## src/rtl/pll_ctrl_if.sv

```systemverilog
// rtl/pll_ctrl_if.sv - phase-step request/acknowledge bundle for pll_ctrl
interface pll_ctrl_if;
   logic       ps_req;
   logic [2:0] ps_sel;
   logic       ps_dir;
   logic       ps_ack;
   logic       ps_busy;

   modport master (output ps_req, ps_sel, ps_dir, input ps_ack, ps_busy);
   modport slave  (input ps_req, ps_sel, ps_dir, output ps_ack, ps_busy);
endinterface

```

## src/rtl/pll_ctrl.sv

```systemverilog
// rtl/pll_ctrl.sv - PLLA power-up/lock sequencer with dynamic phase-step arbiter
module pll_ctrl #(
   parameter int RST_CYCLES   = 16,
   parameter int LOCK_TIMEOUT = 50000,
   parameter int LOCK_STABLE  = 256,
   parameter int MAX_RETRIES  = 3,
   parameter int PS_PULSE_W   = 4,
   parameter int PS_GAP       = 8
) (
   input  logic       clk,
   input  logic       rst_n,
   input  logic       enable_i,
   input  logic       pll_lock_i,
   output logic       pll_reset_o,
   output logic       pll_pwd_o,
   output logic       ready_o,
   output logic       fail_o,
   output logic [1:0] retry_cnt_o,
   output logic [2:0] pll_pssel_o,
   output logic       pll_psdir_o,
   output logic       pll_pspulse_o,
   pll_ctrl_if.slave  ps
);
   localparam int RST_W = $clog2(RST_CYCLES + 1);
   localparam int TO_W  = $clog2(LOCK_TIMEOUT + 1);
   localparam int ST_W  = $clog2(LOCK_STABLE + 1);
   localparam int PS_W  = $clog2(((PS_PULSE_W > PS_GAP) ? PS_PULSE_W : PS_GAP) + 1);

   localparam logic [RST_W-1:0] RST_LAST = RST_W'(RST_CYCLES - 1);
   localparam logic [TO_W-1:0]  TO_LAST  = TO_W'(LOCK_TIMEOUT - 1);
   localparam logic [ST_W-1:0]  ST_LAST  = ST_W'(LOCK_STABLE - 1);
   localparam logic [PS_W-1:0]  PW_LAST  = PS_W'(PS_PULSE_W - 1);
   localparam logic [PS_W-1:0]  GAP_LAST = PS_W'(PS_GAP - 1);

   typedef enum logic [3:0] {
      S_OFF, S_RST, S_WAIT_LOCK, S_STABLE, S_READY,
      S_PS_SETUP, S_PS_PULSE, S_PS_GAP, S_FAIL
   } state_t;

   state_t            state_q, state_d;
   logic              lock_meta_q, lock_s_q;
   logic [RST_W-1:0]  rst_cnt_q, rst_cnt_d;
   logic [TO_W-1:0]   to_cnt_q, to_cnt_d;
   logic [ST_W-1:0]   stab_cnt_q, stab_cnt_d;
   logic [PS_W-1:0]   ps_cnt_q, ps_cnt_d;
   logic [1:0]        retry_q, retry_d;
   logic [2:0]        pssel_q, pssel_d;
   logic              psdir_q, psdir_d;
   logic              ps_ack_q, ps_ack_d;
   logic              pll_reset_q, pll_reset_d;
   logic              pwd_q, pwd_d;
   logic              ready_q, ready_d;
   logic              fail_q, fail_d;
   logic              busy_q, busy_d;
   logic              pulse_q, pulse_d;
   logic              in_step;

   // Two-flop synchronizer for the asynchronous LOCK pin.
   always_ff @(posedge clk or negedge rst_n) begin
      if (!rst_n) begin
         lock_meta_q <= 1'b0;
         lock_s_q    <= 1'b0;
      end else begin
         lock_meta_q <= pll_lock_i;
         lock_s_q    <= lock_meta_q;
      end
   end

   assign in_step = (state_q == S_PS_SETUP) || (state_q == S_PS_PULSE) || (state_q == S_PS_GAP);

   // Next-state, counters and registered-output values; enable=0 overrides everything.
   always_comb begin
      state_d    = state_q;
      rst_cnt_d  = rst_cnt_q;
      to_cnt_d   = to_cnt_q;
      stab_cnt_d = stab_cnt_q;
      ps_cnt_d   = ps_cnt_q;
      retry_d    = retry_q;
      pssel_d    = pssel_q;
      psdir_d    = psdir_q;
      ps_ack_d   = 1'b0;

      case (state_q)
         S_OFF: begin
            if (enable_i) begin
               state_d = S_RST;
               retry_d = 2'd0;
            end
         end
         S_RST: begin
            if (rst_cnt_q == RST_LAST) state_d = S_WAIT_LOCK;
            else                       rst_cnt_d = rst_cnt_q + 1'b1;
         end
         S_WAIT_LOCK, S_STABLE: begin
            to_cnt_d = to_cnt_q + 1'b1;
            if (!lock_s_q) begin
               state_d = S_WAIT_LOCK;
            end else if (stab_cnt_q == ST_LAST) begin
               state_d = S_READY;
            end else begin
               state_d    = S_STABLE;
               stab_cnt_d = stab_cnt_q + 1'b1;
            end
            // A lock that completes on the timeout cycle is kept rather than retried.
            if (to_cnt_q == TO_LAST && state_d != S_READY) begin
               if (int'(retry_q) < MAX_RETRIES) begin
                  retry_d = retry_q + 2'd1;
                  state_d = S_RST;
               end else begin
                  state_d = S_FAIL;
               end
            end
         end
         S_READY: begin
            if (!lock_s_q) begin
               state_d = S_RST;
               retry_d = 2'd0;
            end else if (ps.ps_req) begin
               pssel_d = ps.ps_sel;
               psdir_d = ps.ps_dir;
               state_d = S_PS_SETUP;
            end
         end
         S_PS_SETUP: state_d = S_PS_PULSE;
         S_PS_PULSE: begin
            if (ps_cnt_q == PW_LAST) begin
               state_d  = S_PS_GAP;
               ps_cnt_d = '0;
            end else begin
               ps_cnt_d = ps_cnt_q + 1'b1;
            end
         end
         S_PS_GAP: begin
            if (ps_cnt_q == GAP_LAST) begin
               state_d  = S_READY;
               ps_ack_d = 1'b1;
            end else begin
               ps_cnt_d = ps_cnt_q + 1'b1;
            end
         end
         S_FAIL:  state_d = S_FAIL;
         default: state_d = S_OFF;
      endcase

      // Lock loss aborts a step without acknowledging it.
      if (in_step && !lock_s_q) begin
         state_d  = S_RST;
         retry_d  = 2'd0;
         ps_ack_d = 1'b0;
      end

      if (!enable_i) begin
         state_d  = S_OFF;
         ps_ack_d = 1'b0;
      end

      // Each counter only lives inside its own state(s); leaving clears it.
      if (state_d != S_RST) rst_cnt_d = '0;
      if (state_d != S_WAIT_LOCK && state_d != S_STABLE) to_cnt_d = '0;
      if (state_d != S_STABLE) stab_cnt_d = '0;
      if (state_d != S_PS_PULSE && state_d != S_PS_GAP) ps_cnt_d = '0;

      pll_reset_d = (state_d == S_OFF) || (state_d == S_RST) || (state_d == S_FAIL);
      pwd_d       = (state_d == S_OFF);
      ready_d     = (state_d == S_READY) || (state_d == S_PS_SETUP) ||
                    (state_d == S_PS_PULSE) || (state_d == S_PS_GAP);
      fail_d      = (state_d == S_FAIL);
      busy_d      = (state_d == S_PS_SETUP) || (state_d == S_PS_PULSE) || (state_d == S_PS_GAP);
      pulse_d     = (state_d == S_PS_PULSE);
   end

   // State, counters and output registers.
   always_ff @(posedge clk or negedge rst_n) begin
      if (!rst_n) begin
         state_q     <= S_OFF;
         rst_cnt_q   <= '0;
         to_cnt_q    <= '0;
         stab_cnt_q  <= '0;
         ps_cnt_q    <= '0;
         retry_q     <= 2'd0;
         pssel_q     <= 3'd0;
         psdir_q     <= 1'b0;
         ps_ack_q    <= 1'b0;
         pll_reset_q <= 1'b1;
         pwd_q       <= 1'b1;
         ready_q     <= 1'b0;
         fail_q      <= 1'b0;
         busy_q      <= 1'b0;
         pulse_q     <= 1'b0;
      end else begin
         state_q     <= state_d;
         rst_cnt_q   <= rst_cnt_d;
         to_cnt_q    <= to_cnt_d;
         stab_cnt_q  <= stab_cnt_d;
         ps_cnt_q    <= ps_cnt_d;
         retry_q     <= retry_d;
         pssel_q     <= pssel_d;
         psdir_q     <= psdir_d;
         ps_ack_q    <= ps_ack_d;
         pll_reset_q <= pll_reset_d;
         pwd_q       <= pwd_d;
         ready_q     <= ready_d;
         fail_q      <= fail_d;
         busy_q      <= busy_d;
         pulse_q     <= pulse_d;
      end
   end

   assign pll_reset_o   = pll_reset_q;
   assign pll_pwd_o     = pwd_q;
   assign ready_o       = ready_q;
   assign fail_o        = fail_q;
   assign retry_cnt_o   = retry_q;
   assign pll_pssel_o   = pssel_q;
   assign pll_psdir_o   = psdir_q;
   assign pll_pspulse_o = pulse_q;
   assign ps.ps_ack     = ps_ack_q;
   assign ps.ps_busy    = busy_q;
endmodule

```

## src/flat_wrapper.sv

```systemverilog
// flat-port wrapper written by rule: the top's interface ports become plain ports
module pll_ctrl_flat 
#(
   parameter int RST_CYCLES   = 16,
   parameter int LOCK_TIMEOUT = 50000,
   parameter int LOCK_STABLE  = 256,
   parameter int MAX_RETRIES  = 3,
   parameter int PS_PULSE_W   = 4,
   parameter int PS_GAP       = 8
)
  (clk, rst_n, enable_i, pll_lock_i, pll_reset_o, pll_pwd_o, ready_o, fail_o, retry_cnt_o, pll_pssel_o, pll_psdir_o, pll_pspulse_o, ps_ps_req, ps_ps_sel, ps_ps_dir, ps_ps_ack, ps_ps_busy);
  pll_ctrl_if ps_i ();
  input  logic clk;
  input  logic rst_n;
  input  logic enable_i;
  input  logic pll_lock_i;
  output logic pll_reset_o;
  output logic pll_pwd_o;
  output logic ready_o;
  output logic fail_o;
  output logic [1:0] retry_cnt_o;
  output logic [2:0] pll_pssel_o;
  output logic pll_psdir_o;
  output logic pll_pspulse_o;
  input wire logic [$bits(ps_i.ps_req)-1:0] ps_ps_req;
  input wire logic [$bits(ps_i.ps_sel)-1:0] ps_ps_sel;
  input wire logic [$bits(ps_i.ps_dir)-1:0] ps_ps_dir;
  output wire logic [$bits(ps_i.ps_ack)-1:0] ps_ps_ack;
  output wire logic [$bits(ps_i.ps_busy)-1:0] ps_ps_busy;
  assign ps_i.ps_req = ps_ps_req;
  assign ps_i.ps_sel = ps_ps_sel;
  assign ps_i.ps_dir = ps_ps_dir;
  assign ps_ps_ack = ps_i.ps_ack;
  assign ps_ps_busy = ps_i.ps_busy;
  pll_ctrl #(.RST_CYCLES(RST_CYCLES), .LOCK_TIMEOUT(LOCK_TIMEOUT), .LOCK_STABLE(LOCK_STABLE), .MAX_RETRIES(MAX_RETRIES), .PS_PULSE_W(PS_PULSE_W), .PS_GAP(PS_GAP)) u_core (.clk(clk), .rst_n(rst_n), .enable_i(enable_i), .pll_lock_i(pll_lock_i), .pll_reset_o(pll_reset_o), .pll_pwd_o(pll_pwd_o), .ready_o(ready_o), .fail_o(fail_o), .retry_cnt_o(retry_cnt_o), .pll_pssel_o(pll_pssel_o), .pll_psdir_o(pll_psdir_o), .pll_pspulse_o(pll_pspulse_o), .ps(ps_i));
endmodule
```

## config.mk

```make
export PLATFORM = sky130hd
export DESIGN_NAME = pll_ctrl_flat
export DESIGN_NICKNAME = d
export VERILOG_FILES = /design/src/rtl/pll_ctrl_if.sv /design/src/rtl/pll_ctrl.sv /design/src/flat_wrapper.sv
export SDC_FILE = /design/constraint.sdc
export NUM_CORES = 1
export LEC_CHECK = 0
export BUFFER_PORTS_ARGS = -buffer_cell sky130_fd_sc_hd__clkbuf_2
export CAP_MARGIN = 25
export CORE_MARGIN = 2
export CORE_UTILIZATION = 43
export CTS_CLUSTER_SIZE = 10
export DETAILED_ROUTE_END_ITERATION = 8
export PLACE_DENSITY_LB_ADDON = 0.05
export SLEW_MARGIN = 20
export SYNTH_ARGS = -nofsm -noshare
export SYNTH_HDL_FRONTEND = slang
export SYNTH_SLANG_ARGS = --single-unit
```

## constraint.sdc

```tcl
create_clock -name clk -period 3.15 [get_ports clk]
set_input_delay 0.4725 -clock clk [delete_from_list [all_inputs] [get_ports clk]]
set_output_delay 0.4725 -clock clk [all_outputs]
set_load 0.01 [all_outputs]
```

==> results.yml, run 1 <==
timing:
  maxSlewViolCount: 0
  tns_ns: 0
  hold_viol_final: 0
  setup_violations: 0
  rsz0062_at_grt: "false"
  worstMarginPinSlew_ns: 0.661
  min_period_ns: 2.53
  max_freq_mhz: 396
  final.setup_skew_ns: 0.0100
  max-slew-margin-rel_pct: 55.5
  fin_crit_sh_pct: 80.2
synthesis:
  netlist_top_cells_count: "51 x dfrtp_1, 29 x nor2_1, 24 x nand2_1, 18 x xor2_1, 17 x nor3_1"
  syn_area_per_cell_um2: 10.1
  syn-instance-count: 267
  synth_nets: 283
  synth_seq_area_share_pct: 49.1
  yosys-top-cells-area: "dfrtp_1 47%, xor2_1 5.8%, nor2_1 4.0%"
  synth_area_um2: 2710
  synthDistinctLibCells: 50
  synth_edf_count: 0
  yosys_register_bits: 53
  synthFlopType: "dfrtp_1"
  synth.most_common_cell: "dfrtp_1"
  ys_warn_count: 0
  synth_async_sr_flop_share_pct: 100
  synth.largest_area_cell: "dfrtp_1"
  synth_top_area_share_pct: 47.1
clock_network:
  hold_buffers: 0
  cts_made_buffers: 5
  cts_buffer_depth: 2
  insertion_delay_ns: 0.30
  clk_pin_slew_ns: 0.09
  cts_tree: "yes"
  htreeDepth: 2
  cts.sinks: 53
  cts_setup_buffers: 0
  root_buffer: "clkbuf_8"
  cts_resized: 0
drt:
  wl_per_cell_um: 13.9
  via_per_inst: 5.14
  vias: 1890
  totalWireLength_um: 5110
  ant_nets: 0
  drt-pass1-iter-count: 4
  drc: 0
  drt_iter0_markers: 102
global_route:
  grt_overflow_total: 0
  first_global_vias: 1897
  track_usage_pct: 16.3
  grt_pass1_wl_um: 9320
  grt_max_degree: 26
  grt_antenna_before_repair: 0
floorplanning:
  initial_core_util_pct: 45.2
  row_count: 28
  dieArea_um2: 6950
  die_h_um: 83.4
  ios: 22
  fp.dieW_um: 83.4
  core_area_um2: 5990
power:
  leakage_uw: 0.00132
  p_per_area_nw_per_um2: 402
  peakVddDrop_mv: 0.203
setup_path:
  start_kind: "flop"
  critical_path_buf_inv_count: 1
  cp_top_family: "simple AND/OR/NAND/NOR gates"
  rr_worst_depth: 11
  crit_fanout: 9
  cpPeakStageDelay_ns: 0.39
  rrSetupSlack_ns: 0.62
  reg2reg_to: "u_core.stab_cnt_q[1]"
  crit_path_top_delay_cell: "dfrtp_1"
  path_cells: "ha_1 -> and3_1 -> nand3_1 -> nor2_1 -> ha_1 -> a21oi_1 -> and2_1 -> mux2_1 -> o21ai_2 -> buf_4 -> nor3_1"
  arrival_ns: 2.71
  r2r-start: "u_core.stab_cnt_q[0]"
  path_class: "reg -> reg"
  crit_required_ns: 3.34
  endpoint_kind: "flop"
  crit_top_cell: "ha_1"
outcome:
  status: "finished, final reports clean"
finish:
  antenna_cells: 0
  multi_input_area_um2: 1310
  area_growth_pct: 11.6
  n_fill_cell: 566
  final_layout_size_suffix_gt1_share_pct: 15.7
  seqCellArea_um2: 1330
  final_nets: 308
  fin_cells: 368
min_path:
  hp-class: "in -> async"
place:
  dpl.cell_count: 360
  dp_hpwl_um: 3750
  gp_congestion: 0.791
  portBuffers: 21
run:
  maxCapViolCount: 0
layout make-up:
type | count | area share (%)
flip-flops and latches | 53 | 44.0
inverters | 6 | 0.745
repair buffers | 26 | 4.72
multi-input cells | 200 | 43.5
clock buffers | 6 | 2.73
well taps | 75 | 3.11
clock inverters | 2 | 1.24
where the power goes:
group / total, uW / switching [uW] / internal (uW) / leakage [uW]
clock network: 474 / 215 / 258 / 0.0000574
logic: 49.2 / 32.1 / 17.1 / 0.000533
registers: 692 / 6.62 / 685 / 0.000727
cell families (layout without fill, tap and decap cells):
logic type,count (synthesis),after routing,share of synthesized area (%)
AOI/OAI and AO/OA,28,28,7.26
xor gates and xnor gates,25,25,8.09
adders and majority gates,7,7,3.23
buffers and inverters,14,40,2.40
DFF,53,53,49.1
muxes,13,13,5.04
and+or+nand+nor,127,127,24.9
worst max path at each step:
stage,cells past startpoint,end,start
2_1_floorplan,11,u_core.rst_cnt_q[0],u_core.stab_cnt_q[0]
4_1_cts,11,u_core.stab_cnt_q[1],u_core.stab_cnt_q[0]
5_1_grt,10,u_core.ps_cnt_q[2],u_core.stab_cnt_q[0]
3_3_place_gp,11,u_core.stab_cnt_q[4],u_core.stab_cnt_q[0]
3_5_place_dp,11,u_core.stab_cnt_q[1],u_core.stab_cnt_q[0]
6_report,11,u_core.stab_cnt_q[1],u_core.stab_cnt_q[0]
flip-flops by register name, summed over array words and instances (netlist names):
register and cells:
u_core.pll_reset_o 1, u_core.rst_cnt_q 5, u_core.to_cnt_q 16, u_core.pll_pssel_o 3
u_core.pll_pwd_o 1, u_core.ps.ps_ack 1, u_core.state_q 4, u_core.stab_cnt_q 9
u_core.lock_s_q 1, u_core.retry_cnt_o 2, u_core.ps_cnt_q 4, u_core.pll_psdir_o 1
u_core.fail_o 1, u_core.ready_o 1, u_core.lock_meta_q 1, u_core.ps.ps_busy 1
u_core.pll_pspulse_o 1
cell usage in the layout (no fill, tap or decap), types with 2 or more instances in the layout:
| cell type | netlist | final |
|---|---|---|
| nor2_1 | 29 | 29 |
| nor3_1 | 17 | 17 |
| dfrtp_1 | 51 | 51 |
| o211ai_1 | 2 | 2 |
| nor4bb_1 | 2 | 2 |
| and3_1 | 9 | 9 |
| nand4_1 | 5 | 5 |
| nand3_1 | 14 | 14 |
| clkbuf_8 | 0 | 6 |
| nor3b_1 | 3 | 3 |
| mux2i_1 | 8 | 8 |
| or3_1 | 2 | 2 |
| and4_1 | 2 | 2 |
| ha_1 | 7 | 7 |
| a21oi_1 | 6 | 6 |
| o21ai_0 | 7 | 7 |
| nand4b_1 | 2 | 2 |
| dfstp_2 | 2 | 2 |
| and2_1 | 2 | 2 |
| inv_1 | 6 | 6 |
| nand2_1 | 24 | 24 |
| clkbuf_2 | 0 | 21 |
| nor2b_1 | 6 | 6 |
| nand2b_1 | 2 | 2 |
| buf_4 | 0 | 5 |
| xnor2_1 | 7 | 7 |
| mux2_2 | 4 | 4 |
| xor2_1 | 18 | 18 |
stage by stage:
step / hold slack [ns] / total power [uW] / instance area [um^2] / setup WS, ns / utilization [%]
2_1_floorplan: 0.177 / 729 / 2710 / 0.903 / -
3_3_place_gp: 0.333 / 756 / 2900 / 0.685 / 48.4
3_5_place_dp: 0.336 / 756 / 2900 / 0.613 / 48.4
4_1_cts: 0.00912 / 1240 / 3020 / 0.585 / 50.4
5_1_grt: 0.0117 / 1280 / 3020 / 0.372 / 50.4
6_report: 0.0183 / 1210 / 3020 / 0.623 / 50.4
per-layer routing:
| layer | wire (um) | global-route usage [%] | part of all wire [%] | vias to the layer above |
|---|---|---|---|---|
| li1 | - | - | - | 991 |
| met1 | 2750 | 25.1 | 54 | 863 |
| met2 | 2140 | 23.2 | 42 | 30 |
| met3 | 156 | 3.38 | 3.1 | 6 |
| met4 | 61 | 4.17 | 1.2 | 0 |
| met5 | 0 | 0 | 0 | - |
No activity file was read; power rests on OpenSTA's default activity.
==> run 2, diff against run 1 <==
==> constraint.sdc (replaced) <==
create_clock -name clk -period 2.6 [get_ports clk]
set_input_delay 0.39 -clock clk [delete_from_list [all_inputs] [get_ports clk]]
set_output_delay 0.39 -clock clk [all_outputs]
set_load 0.01 [all_outputs]
==> run 2 against run 1 <==
Net effect:
- combinational power increased by 19%
- critical path depth is the same
- total power rose by 23%
- flip-flop and latch count is the same
==> results.yml, run 2 (synthesis gave the netlist of run 1 again) <==
setup_path:
  crit_required_ns: 2.84
  arrival_ns: 2.65
  path_cells: "ha_1 -> and3_1 -> nand3_1 -> nor2_1 -> ha_1 -> a21oi_1 -> and2_1 -> mux2_1 -> o21ai_2 -> buf_4 -> nor2b_1"
  crit_path_top_delay_cell: "dfrtp_1"
  endpoint_kind: "flop"
  start_kind: "flop"
  crit_fanout: 16
  path_class: "reg -> reg"
  cpPeakStageDelay_ns: 0.40
  crit_top_cell: "ha_1"
outcome:
  status: "finished, final reports clean"
clock_network:
  clk_pin_slew_ns: 0.10
  cts_buffer_depth: 2
  cts_tree: "yes"
  hold_buffers: 0
  insertion_delay_ns: 0.31
  root_buffer: "clkbuf_8"
  htreeDepth: 2
  cts_resized: 0
  cts_made_buffers: 5
  cts.sinks: 53
  cts_setup_buffers: 0
min_path:
  hp-class: "in -> reg"
finish:
  final_common_cell: "dfrtp_1"
  regMostFlops: "u_core.to_cnt_q"
  largest_register_ffs: 16
  largestRegisters: "u_core.to_cnt_q x16, u_core.stab_cnt_q x9, u_core.rst_cnt_q x5"
  final_nets: 312
  area_growth_pct: 12.7
  final_cell_mix: "51 x dfrtp_1, 29 x nor2_1, 24 x nand2_1"
  fin_util_pct: 50.9
  final_layout_size_suffix_gt1_share_pct: 16.8
  antenna_cells: 0
  n_fill_cell: 553
global_route:
  grt_overflow_total: 0
  track_usage_pct: 15.8
  grt_max_degree: 54
  grt_antenna_before_repair: 0
  grt_pass1_wl_um: 9030
  first_global_vias: 1875
place:
  gp_congestion: 0.735
  pre_cts_ws_ns: 0.216
  portBuffers: 21
  dp_hpwl_um: 3580
timing:
  rsz0062_at_grt: "false"
  final.setup_skew_ns: 0.00945
  worst_slack_ns: 0.193
  tns_ns: 0
  min_period_ns: 2.41
  max_freq_mhz: 415
  maxSlewViolCount: 0
  max-slew-margin-rel_pct: 55.9
  fin_crit_sh_pct: 92.6
  setup_violations: 0
  worstMarginPinSlew_ns: 0.661
  hold_viol_final: 0
floorplanning:
  initial_core_util_pct: 45.2
  row_count: 28
  dieArea_um2: 6950
  core_area_um2: 5990
  ios: 22
  die_h_um: 83.4
  fp.dieW_um: 83.4
drt:
  drt-pass1-iter-count: 4
  ant_nets: 0
  via_per_inst: 5.26
  drt_iter0_markers: 96
  totalWireLength_um: 5150
  vias: 1957
  wl_per_cell_um: 13.8
  drc: 0
run:
  maxCapViolCount: 0
power:
  peakVddDrop_mv: 0.208
  p_per_area_nw_per_um2: 488
  leakage_uw: 0.00134
[run 2: through the flow]
stage          total power, uW  std cells  hold WS, ns  cell area [um^2]
2_1_floorplan              883        267       0.0944              2710
3_3_place_gp               915        364        0.333              2930
3_5_place_dp               915        364        0.335              2930
4_1_cts                   1510        372        0.173              3050
5_1_grt                   1550        372        0.176              3050
6_report                  1490        372        0.181              3050
[run 2: power breakdown]
| group | internal [uW] | switching [uW] | leakage (uW) |
|---|---|---|---|
| sequential | 830 | 7.98 | 0.000727 |
| clock | 313 | 278 | 0.0000574 |
| combinational | 19.7 | 38.8 | 0.000555 |
| total | 1160 | 325 | 0.00134 |
[run 2: area by class of cell]
class / instances / area [um^2] / share of cell area (%)
clock buffer: 6 / 82.6 / 2.71
clock inverter: 2 / 37.5 / 1.23
inverter: 6 / 22.5 / 0.738
multi-input combinational: 200 / 1310 / 43.1
sequential: 53 / 1330 / 43.5
tap: 75 / 93.8 / 3.08
timing repair buffer: 30 / 173 / 5.66
[run 2: worst max-delay path, delay by kind of cell (launching register included)]
family          cells  cell delay [ns]
mux                 1             0.32
compound gates      2             0.23
flops               1             0.40
fa+ha+maj           2             0.43
buf+inv             1             0.22
simple gates        5             0.73
[run 2: per-layer routing]
layer  part of all wire, %  GRT usage, %
met5                     0             0
met3                   1.8          2.68
met4                   1.2          4.47
met2                    42          22.6
met1                    55          24.4
[run 2: final timing paths]
kind | startpoint | end | slack, ns | cells past startpoint
min in group asynchronous | rst_n | u_core.to_cnt_q[5] | 0.19 | 2
max | u_core.stab_cnt_q[0] | u_core.pll_pspulse_o | 0.19 | 11
min | pll_lock_i | u_core.lock_meta_q | 0.18 | 1
max reg2reg | u_core.stab_cnt_q[0] | u_core.pll_pspulse_o | 0.19 | 11
min reg2reg | u_core.lock_meta_q | u_core.lock_s_q | 0.36 | 0
max in group asynchronous | rst_n | u_core.pll_pssel_o[0] | 1.96 | 2
